### config.mk
export PLATFORM = sky130hd
export DESIGN_NAME = l1_cache_ctrl
export DESIGN_NICKNAME = d
export VERILOG_FILES = /design/src/rtl/l1_cache_ctrl.sv
export SDC_FILE = /design/constraint.sdc
export NUM_CORES = 2
export LEC_CHECK = 0
export ABC_AREA = 1
export CAP_MARGIN = 20
export CORE_MARGIN = 10
export CORE_UTILIZATION = 50
export CTS_CLUSTER_DIAMETER = 50
export DETAILED_ROUTE_END_ITERATION = 8
export PLACE_DENSITY = 0.66
export SLEW_MARGIN = 20
export SYNTH_ARGS = -nofsm -noshare
export SYNTH_HDL_FRONTEND = slang
export SYNTH_SLANG_ARGS = --single-unit
### constraint.sdc
create_clock -name clk -period 3.7 [get_ports clk]
set_input_delay 0.925 -clock clk [delete_from_list [all_inputs] [get_ports clk]]
set_output_delay 0.925 -clock clk [all_outputs]
set_load 0.02 [all_outputs]
### src/rtl/l1_cache_ctrl.sv
// -----------------------------------------------------------------------------
// l1_cache_ctrl
//
// Blocking, write-back, write-allocate controller for a direct-mapped L1 with
// 64 lines of 32-bit data. Each line also has a 4-bit tag, a valid bit and a
// dirty bit. One FSM (IDLE, COMPARE, WRITEBACK, ALLOCATE) sequences three
// things: hit service, writeback of a dirty victim, and line refill.
//
// Handshakes:
//   cpu side : the CPU holds cpu_req (with we/addr/wdata) until it sees
//              cpu_ready. cpu_ready is a one-cycle pulse. cpu_req is only
//              sampled in IDLE.
//   mem side : mem_req is held, with stable mem_we/mem_addr/mem_wdata, until
//              mem_ack is sampled high. mem_ack is ignored while mem_req = 0.
//              Refill data on mem_rdata is taken in the ack cycle.
//
// Ports:
//   clk, reset                 single clock, synchronous active-high reset
//   cpu_req/we/addr/wdata      CPU request (addr = {tag, index})
//   cpu_ready, cpu_rdata       completion pulse and read data (rdata holds)
//   mem_req/we/addr/wdata      memory request (we=1 writeback, we=0 refill)
//   mem_ack, mem_rdata         memory completion and refill data
//   dbg_state                  current FSM state, for observation
//   hit_count, miss_count      performance counters (L1_PERF_CNT_EN only)
//
// Build option:
//   L1_PERF_CNT_EN  adds the hit_count/miss_count outputs. A hit is counted
//                   only on the first-pass compare; the compare that follows
//                   a refill is not counted.
// -----------------------------------------------------------------------------
module l1_cache_ctrl #(
    parameter int  MM_BLOCK_COUNT = 1024,
    parameter int  L1_BLOCK_COUNT = 64,
    parameter int  DATA_WIDTH     = 32,
    localparam int AW             = $clog2(MM_BLOCK_COUNT),
    localparam int IW             = $clog2(L1_BLOCK_COUNT),
    localparam int TAG_BITS       = AW - IW
) (
    input  logic                  clk,
    input  logic                  reset,
    input  logic                  cpu_req,
    input  logic                  cpu_we,
    input  logic [AW-1:0]         cpu_addr,
    input  logic [DATA_WIDTH-1:0] cpu_wdata,
    output logic                  cpu_ready,
    output logic [DATA_WIDTH-1:0] cpu_rdata,
    output logic                  mem_req,
    output logic                  mem_we,
    output logic [AW-1:0]         mem_addr,
    output logic [DATA_WIDTH-1:0] mem_wdata,
    input  logic                  mem_ack,
    input  logic [DATA_WIDTH-1:0] mem_rdata,
`ifdef L1_PERF_CNT_EN
    output logic [31:0]           hit_count,
    output logic [31:0]           miss_count,
`endif
    output logic [2:0]            dbg_state
);

    typedef enum logic [2:0] {
        IDLE      = 3'd0,
        COMPARE   = 3'd1,
        WRITEBACK = 3'd2,
        ALLOCATE  = 3'd3
    } state_t;

    state_t state;

    // Line storage
    logic [DATA_WIDTH-1:0] data_mem [L1_BLOCK_COUNT];
    logic [TAG_BITS-1:0]   tag_mem  [L1_BLOCK_COUNT];
    logic [L1_BLOCK_COUNT-1:0] valid_bits;
    logic [L1_BLOCK_COUNT-1:0] dirty_bits;

    // Latched request
    logic [AW-1:0]         req_addr;
    logic                  req_we;
    logic [DATA_WIDTH-1:0] req_wdata;

    logic [IW-1:0]       req_idx;
    logic [TAG_BITS-1:0] req_tag;
    logic                hit;
    logic                victim_dirty;
    logic                mem_done;

    assign req_idx      = req_addr[IW-1:0];
    assign req_tag      = req_addr[AW-1:IW];
    assign hit          = valid_bits[req_idx] && (tag_mem[req_idx] == req_tag);
    assign victim_dirty = valid_bits[req_idx] && dirty_bits[req_idx];
    // An ack only counts while a request is actually outstanding.
    assign mem_done     = mem_req && mem_ack;
    assign dbg_state    = state;

`ifdef L1_PERF_CNT_EN
    // Set when COMPARE is re-entered after a refill, so that hit is not counted.
    logic refill_pass;
`endif

    always_ff @(posedge clk) begin
        if (reset) begin
            state      <= IDLE;
            cpu_ready  <= 1'b0;
            cpu_rdata  <= '0;
            mem_req    <= 1'b0;
            mem_we     <= 1'b0;
            mem_addr   <= '0;
            mem_wdata  <= '0;
            req_addr   <= '0;
            req_we     <= 1'b0;
            req_wdata  <= '0;
            valid_bits <= '0;
            dirty_bits <= '0;
            for (int i = 0; i < L1_BLOCK_COUNT; i++) begin
                data_mem[i] <= '0;
                tag_mem[i]  <= '0;
            end
`ifdef L1_PERF_CNT_EN
            refill_pass <= 1'b0;
            hit_count   <= '0;
            miss_count  <= '0;
`endif
        end else begin
            cpu_ready <= 1'b0;

            case (state)
                IDLE: begin
                    if (cpu_req) begin
                        req_addr  <= cpu_addr;
                        req_we    <= cpu_we;
                        req_wdata <= cpu_wdata;
                        state     <= COMPARE;
                    end
                end

                COMPARE: begin
                    if (hit) begin
                        if (req_we) begin
                            data_mem[req_idx]   <= req_wdata;
                            dirty_bits[req_idx] <= 1'b1;
                        end else begin
                            cpu_rdata <= data_mem[req_idx];
                        end
                        cpu_ready <= 1'b1;
                        state     <= IDLE;
`ifdef L1_PERF_CNT_EN
                        if (!refill_pass) begin
                            hit_count <= hit_count + 32'd1;
                        end
                        refill_pass <= 1'b0;
`endif
                    end else begin
                        // Memory outputs are set up here so that mem_req
                        // is registered and stable from its first cycle.
                        mem_req <= 1'b1;
`ifdef L1_PERF_CNT_EN
                        miss_count <= miss_count + 32'd1;
`endif
                        if (victim_dirty) begin
                            mem_we    <= 1'b1;
                            mem_addr  <= {tag_mem[req_idx], req_idx};
                            mem_wdata <= data_mem[req_idx];
                            state     <= WRITEBACK;
                        end else begin
                            mem_we   <= 1'b0;
                            mem_addr <= req_addr;
                            state    <= ALLOCATE;
                        end
                    end
                end

                WRITEBACK: begin
                    if (mem_done) begin
                        // mem_req stays high and moves straight to the refill.
                        dirty_bits[req_idx] <= 1'b0;
                        mem_we              <= 1'b0;
                        mem_addr            <= req_addr;
                        state               <= ALLOCATE;
                    end
                end

                ALLOCATE: begin
                    if (mem_done) begin
                        data_mem[req_idx]   <= mem_rdata;
                        tag_mem[req_idx]    <= req_tag;
                        valid_bits[req_idx] <= 1'b1;
                        dirty_bits[req_idx] <= 1'b0;
                        mem_req             <= 1'b0;
                        state               <= COMPARE;
`ifdef L1_PERF_CNT_EN
                        refill_pass <= 1'b1;
`endif
                    end
                end

                default: begin
                    mem_req <= 1'b0;
                    state   <= IDLE;
                end
            endcase
        end
    end

endmodule

Yosys cells after proc, flatten, opt, wreduce, memory -nomap -nowiden:

Memories as Yosys holds them, arrays and structs flattened. A register that Yosys moved wholly into a read port is not among the register bits.
Cells that the tools add are included.

* register bits: 251
* latch bits: 0
* memory bits (writable): 2304
* memory bits (read-only): 0
* input port bits: 79
* output and inout bits: 80
* logic and storage cells: 105
* memories: 2

* $add $sub $neg: 0
* multipliers: 0
* div/mod/pow operators: 0
* $lt $le $gt $ge: 2
* eq/ne operators: 11
* shift operators: 0
* mux-type cells: 49
* bitwise logic cells: 9
* reduce and logical (&&, ||, !) cells: 20

Memory list
* data_mem: depth 64, width 32, rd ports 1, clocked after Yosys merged registers in 1, wr ports 64, line 70 `logic [DATA_WIDTH-1:0] data_mem [L1_BLOCK_COUNT];`
* tag_mem: depth 64, width 4, rd ports 1, clocked after Yosys merged registers in 1, wr ports 64, line 71 `logic [TAG_BITS-1:0] tag_mem [L1_BLOCK_COUNT];`

Operator list (count)
* two-way mux 64 bit: 3
* OR 64 bit: 2
* case mux 64 bit (2 select lines): 1
* AND 64 bit: 1
* two-way mux 32 bit: 2
* NOT 64 bit: 1
* two-way mux 6 bit: 6
* OR reduction 32 bit: 1
* two-way mux 10 bit: 3
* two-way mux 1 bit: 22
* case mux 10 bit (2 select lines): 1
* AND reduction 3 bit: 5
* binary-select mux 1 bit (select 6 bit): 2
* inequality test 2 bit (second input constant): 6
* case mux 3 bit (4 select lines): 1
* two-way mux 3 bit: 3
* less-than comparator 6 x 7 -> 1 bit (second input constant): 1
* demux 1 bit (select 6 bit): 1
* == test 3 x 2 -> 1 bit (second input constant): 2
* greater-or-equal comparator 6 x 1 -> 1 bit (second input constant): 1
* OR reduction 2 bit: 3
* == test 4 bit: 1
* logical AND 1 bit: 4
* two-way mux 4 bit: 1
* other kinds (12): 17

Logic depth before layout (Yosys ltp):

* word-level depth: 10
* depth in mapped cells: 22
* gate-level depth less buffers: 19

Worst setup path before layout:

No wires, ideal clock.

* path type: reg2reg
* from: register with a tool-made name
* to: memory data_mem[39][0] (enable)
* setup time: 389 ps
* arrival time: 3030 ps
* data required time: 3311 ps
* path slack: 281 ps
* stages on the path, launching flop included: 20
* buffers on the path: 5
* clock period less this slack: 3419 ps
* path through: dfxtp_1 buf_4 buf_4 buf_2 nand2_1 nand3_1 nand3_1 nand3_1 nand3_1 nand3_1 nand2_1 xor2_1 nand2_1 nor2_1 nand3_1 nand2_4 buf_6 nand2_1 buf_2 nand2_1

RTL lines (line)
* end, declared: 70

==> results_dict.tcl <==
set metrics [dict create \
    clock_path_buffers 4 \
    cp_data_arrival_time_ps 4670 \
    place_ws_ps -582 \
    power_leakage_nw 47.7 \
    grt_usage 0.306 \
    r2r_cells 12 \
    synthTopCellsByCount "3,943 x nor2_1, 2,304 x edfxtp_1, 1,463 x o21ai_0" \
    ys_seq_area_frac 0.660 \
    vdd_drop_max_mv 0.545 \
    clk_latency_ps 970 \
    hpwlAfterDp_um 244000 \
    hp-class "flop to flop" \
    synth_cells 11400 \
    viasPerCell 6.19 \
    grt_pass1_vias 85900 \
    clock_skew_ps 66.3 \
    yosysWarnings 0 \
    path_class "flop to flop" \
    synth_area_mm2 0.113 \
    violations "negative setup slack" \
    clk_pin_slew_ps 60 \
    max_freq_mhz 261 \
    setup.worst_path.start_class "flop" \
    areaGrowthSynthToFinish_pct 17.7 \
    ys_seq_elements 2560 \
    grt_pass1_wl_um 566000 \
    initial_core_util 0.502 \
    setup_tns_ps -559 \
    setup_slack_ps -127 \
    cpPeakStageDelay_ps 810 \
    slew_headroom 0.228 \
    vias 91500 \
    hold_viol_final 0 \
    min_from "mem_wdata[6]$_SDFFE_PP0P_" \
    cts-root-buf "clkbuf_16" \
    synth.avg_cell_area_um2 9.88 \
    antenna_found_initial 13 \
    synth_edf_count 2304 \
    grt_max_degree 179 \
    io_pins 159 \
    die_h_um 495 \
    row_count 174 \
    hold_buffers 0 \
    end_kind "flop" \
    cts_tree "yes" \
    tightest_slew_ps 1150 \
    grt_setup_unrepaired "yes" \
    r2r_setup_slack_ps -130 \
    cp_num_buf_inv 4 \
    port_buffers 157 \
    drcViolationCount 0 \
    fillers 18300 \
    synth_top_cell_by_area "edfxtp_1" \
    drv_cap 0 \
    antenna_left 0 \
    synth_cell_types 34 \
    yosysTopAreaCellShare 0.615 \
    min_path_cells 2 \
    first_pass_iters 6 \
    cts_buffers 301 \
    netlist_top_cells_area "edfxtp_1 61%, nor2_1 13%, o21ai_0 6.5%, dfxtp_1 4.6%, o22ai_1 3.7%" \
    async_reset_ff_frac 0 \
    die_area_mm2 0.245 \
    finalWirelength_um 391000 \
    slew_violations 0 \
    routedWlPerCell_um 26.5 \
    clock-sinks 2560 \
    min_to "mem_wdata[6]$_SDFFE_PP0P_" \
    nNetsFinal 11700 \
    pwr_density_cell_mw_per_mm2 550 \
    drt_iter0_markers 14500 \
    h-tree-depth 5 \
    fin_crit_ps 3830 \
    critPathTopFamily "compound AO/OA/AOI/OAI gates" \
    synth_flop_cell "edfxtp_1" \
    status "complete, but fails checks" \
    crit_slowest_cell "o21ai_0" \
    gr-total-overflow 0 \
    crit_chain "inv_16, buf_12, buf_4, o21ai_0, o22ai_1, o21ai_0, o22ai_1, o21ai_0, o22ai_1, buf_4, nor2_1, nor2_1" \
    drive_above_1_share 0.111 \
    die_w_um 495 \
    cp.required_ps 4540 \
    period_share 1.03 \
    core_mm2 0.224 \
    place.gp.congestion 0.941 \
    finalSetupViolations 14 \
    path_max_fanout 82 \
    crit-reg2reg-capture "cpu_rdata[22]$_SDFFE_PP0P_" \
    syn_nets 11500 \
    yosysMostFrequentCell "nor2_1" \
]
logic make-up (layout without fill, tap and decap cells):
logic type | count (synthesis) | count (layout) | synth area share
AOI/OAI and AO/OA | 2231 | 2231 | 0.107
xor gates and xnor gates | 1 | 1 | 0.0000778
buffers and inverters | 1271 | 1680 | 0.0463
DFF | 2560 | 2560 | 0.660
muxes | 32 | 32 | 0.00285
other | 1 | 4 | 0.0000333
and+or+nand+nor | 5296 | 5296 | 0.183
cell usage in the layout, fill, tap and decap left out, types with 8 or more instances in the layout:
cell / netlist / final
clkinv_1: 3 / 57
bufinv_16: 0 / 13
o21ai_0: 1463 / 1454
clkbuf_1: 697 / 67
nor2_1: 3943 / 3939
inv_2: 7 / 10
nand3_1: 338 / 336
nand2_2: 31 / 44
clkinvlp_4: 0 / 12
inv_1: 215 / 211
nand2_4: 1 / 9
mux2i_4: 0 / 32
o21ai_1: 0 / 8
nor3_1: 16 / 15
clkbuf_16: 0 / 326
nand2_1: 878 / 857
a21oi_1: 69 / 69
clkinv_2: 0 / 28
nand4_1: 72 / 72
o22ai_1: 673 / 662
clkdlybuf4s50_1: 0 / 156
buf_4: 8 / 521
o22ai_2: 0 / 10
buf_12: 0 / 230
inv_6: 0 / 14
dfxtp_1: 256 / 250
edfxtp_1: 2304 / 2304
where the power goes:
part	switching, W	internal, W
Clock	0.0118	0.0164
Combinational	0.00849	0.00353
Sequential	0.000360	0.0323
Total	0.0206	0.0523
sequential cells by signal, summed over array words and instances (netlist names), 2 cells and up, named ones only:
name	flops
cpu_rdata	32
data_mem	2048
dbg_state	2
mem_addr	10
mem_wdata	32
req_addr	10
req_wdata	32
tag_mem	256
valid_bits	64
through the flow:
| step | cell area, um^2 | hold WS (ps) | utilization | total power (W) | std cells |
|---|---|---|---|---|---|
| detailed placement | 123000 | 440 | 0.546 | 0.0447 | 14200 |
| floorplan | 113000 | 427 | - | 0.0386 | 11400 |
| CTS | 132000 | 449 | 0.587 | 0.0724 | 14800 |
| finish | 132000 | 444 | 0.590 | 0.0729 | 14800 |
| global placement | 123000 | 434 | 0.546 | 0.0446 | 14200 |
| global route | 132000 | 468 | 0.590 | 0.0746 | 14800 |
metal layers:
metal,GRT usage,part of all wire,routed length (um)
met3,0.0679,0.14,53700
met4,0.165,0.063,24800
met5,0,0.00014,53
met2,0.453,0.44,171000
met1,0.421,0.36,142000
worst max path at each step:
stage               from                       endpoint  slack, ps  cells past startpoint
CTS                 flop     mem_wdata[16]$_SDFFE_PP0P_        -20                     13
global route        flop      mem_wdata[0]$_SDFFE_PP0P_        -40                     14
floorplan           flop  data_mem[39][0]$_SDFFCE_PN0P_        280                     19
detailed placement  flop     mem_wdata[16]$_SDFFE_PP0P_       -580                     13
global placement    flop     mem_wdata[16]$_SDFFE_PP0P_       -620                     13
finish              flop     cpu_rdata[22]$_SDFFE_PP0P_       -130                     12
worst register-to-register path, cell delays in order (launching register included):
cell and delay (ps):
dfxtp_4 450, inv_16 110, buf_12 250, buf_4 380, o21ai_0 110, o22ai_1 100, o21ai_0 610, o22ai_1 260
o21ai_0 810, o22ai_1 250, buf_4 230, nor2_1 110, nor2_1 60
layout make-up:
cell class	instances	area, um^2	share of cell area
flip-flops and latches	2560	74300	0.561
clock inverters	135	1060	0.00803
well taps	2992	3740	0.0283
diodes	3	7.51	0.0000567
multi-input cells	7561	33700	0.254
clock buffers	386	8130	0.0613
repair buffers	933	10600	0.0803
inverters	226	898	0.00678
timing repair:
action / 4_1_cts / 5_1_grt
endpoints found under the setup margin: 95 / 2519
gates resized for setup: 16 / 53
setup buffers: 2 / 8
endpoints found under the hold margin: 0 / 0
gates cloned: 1 / 16
pin swaps: 2 / 4
Note: power is estimated with default switching activity, not from simulation.
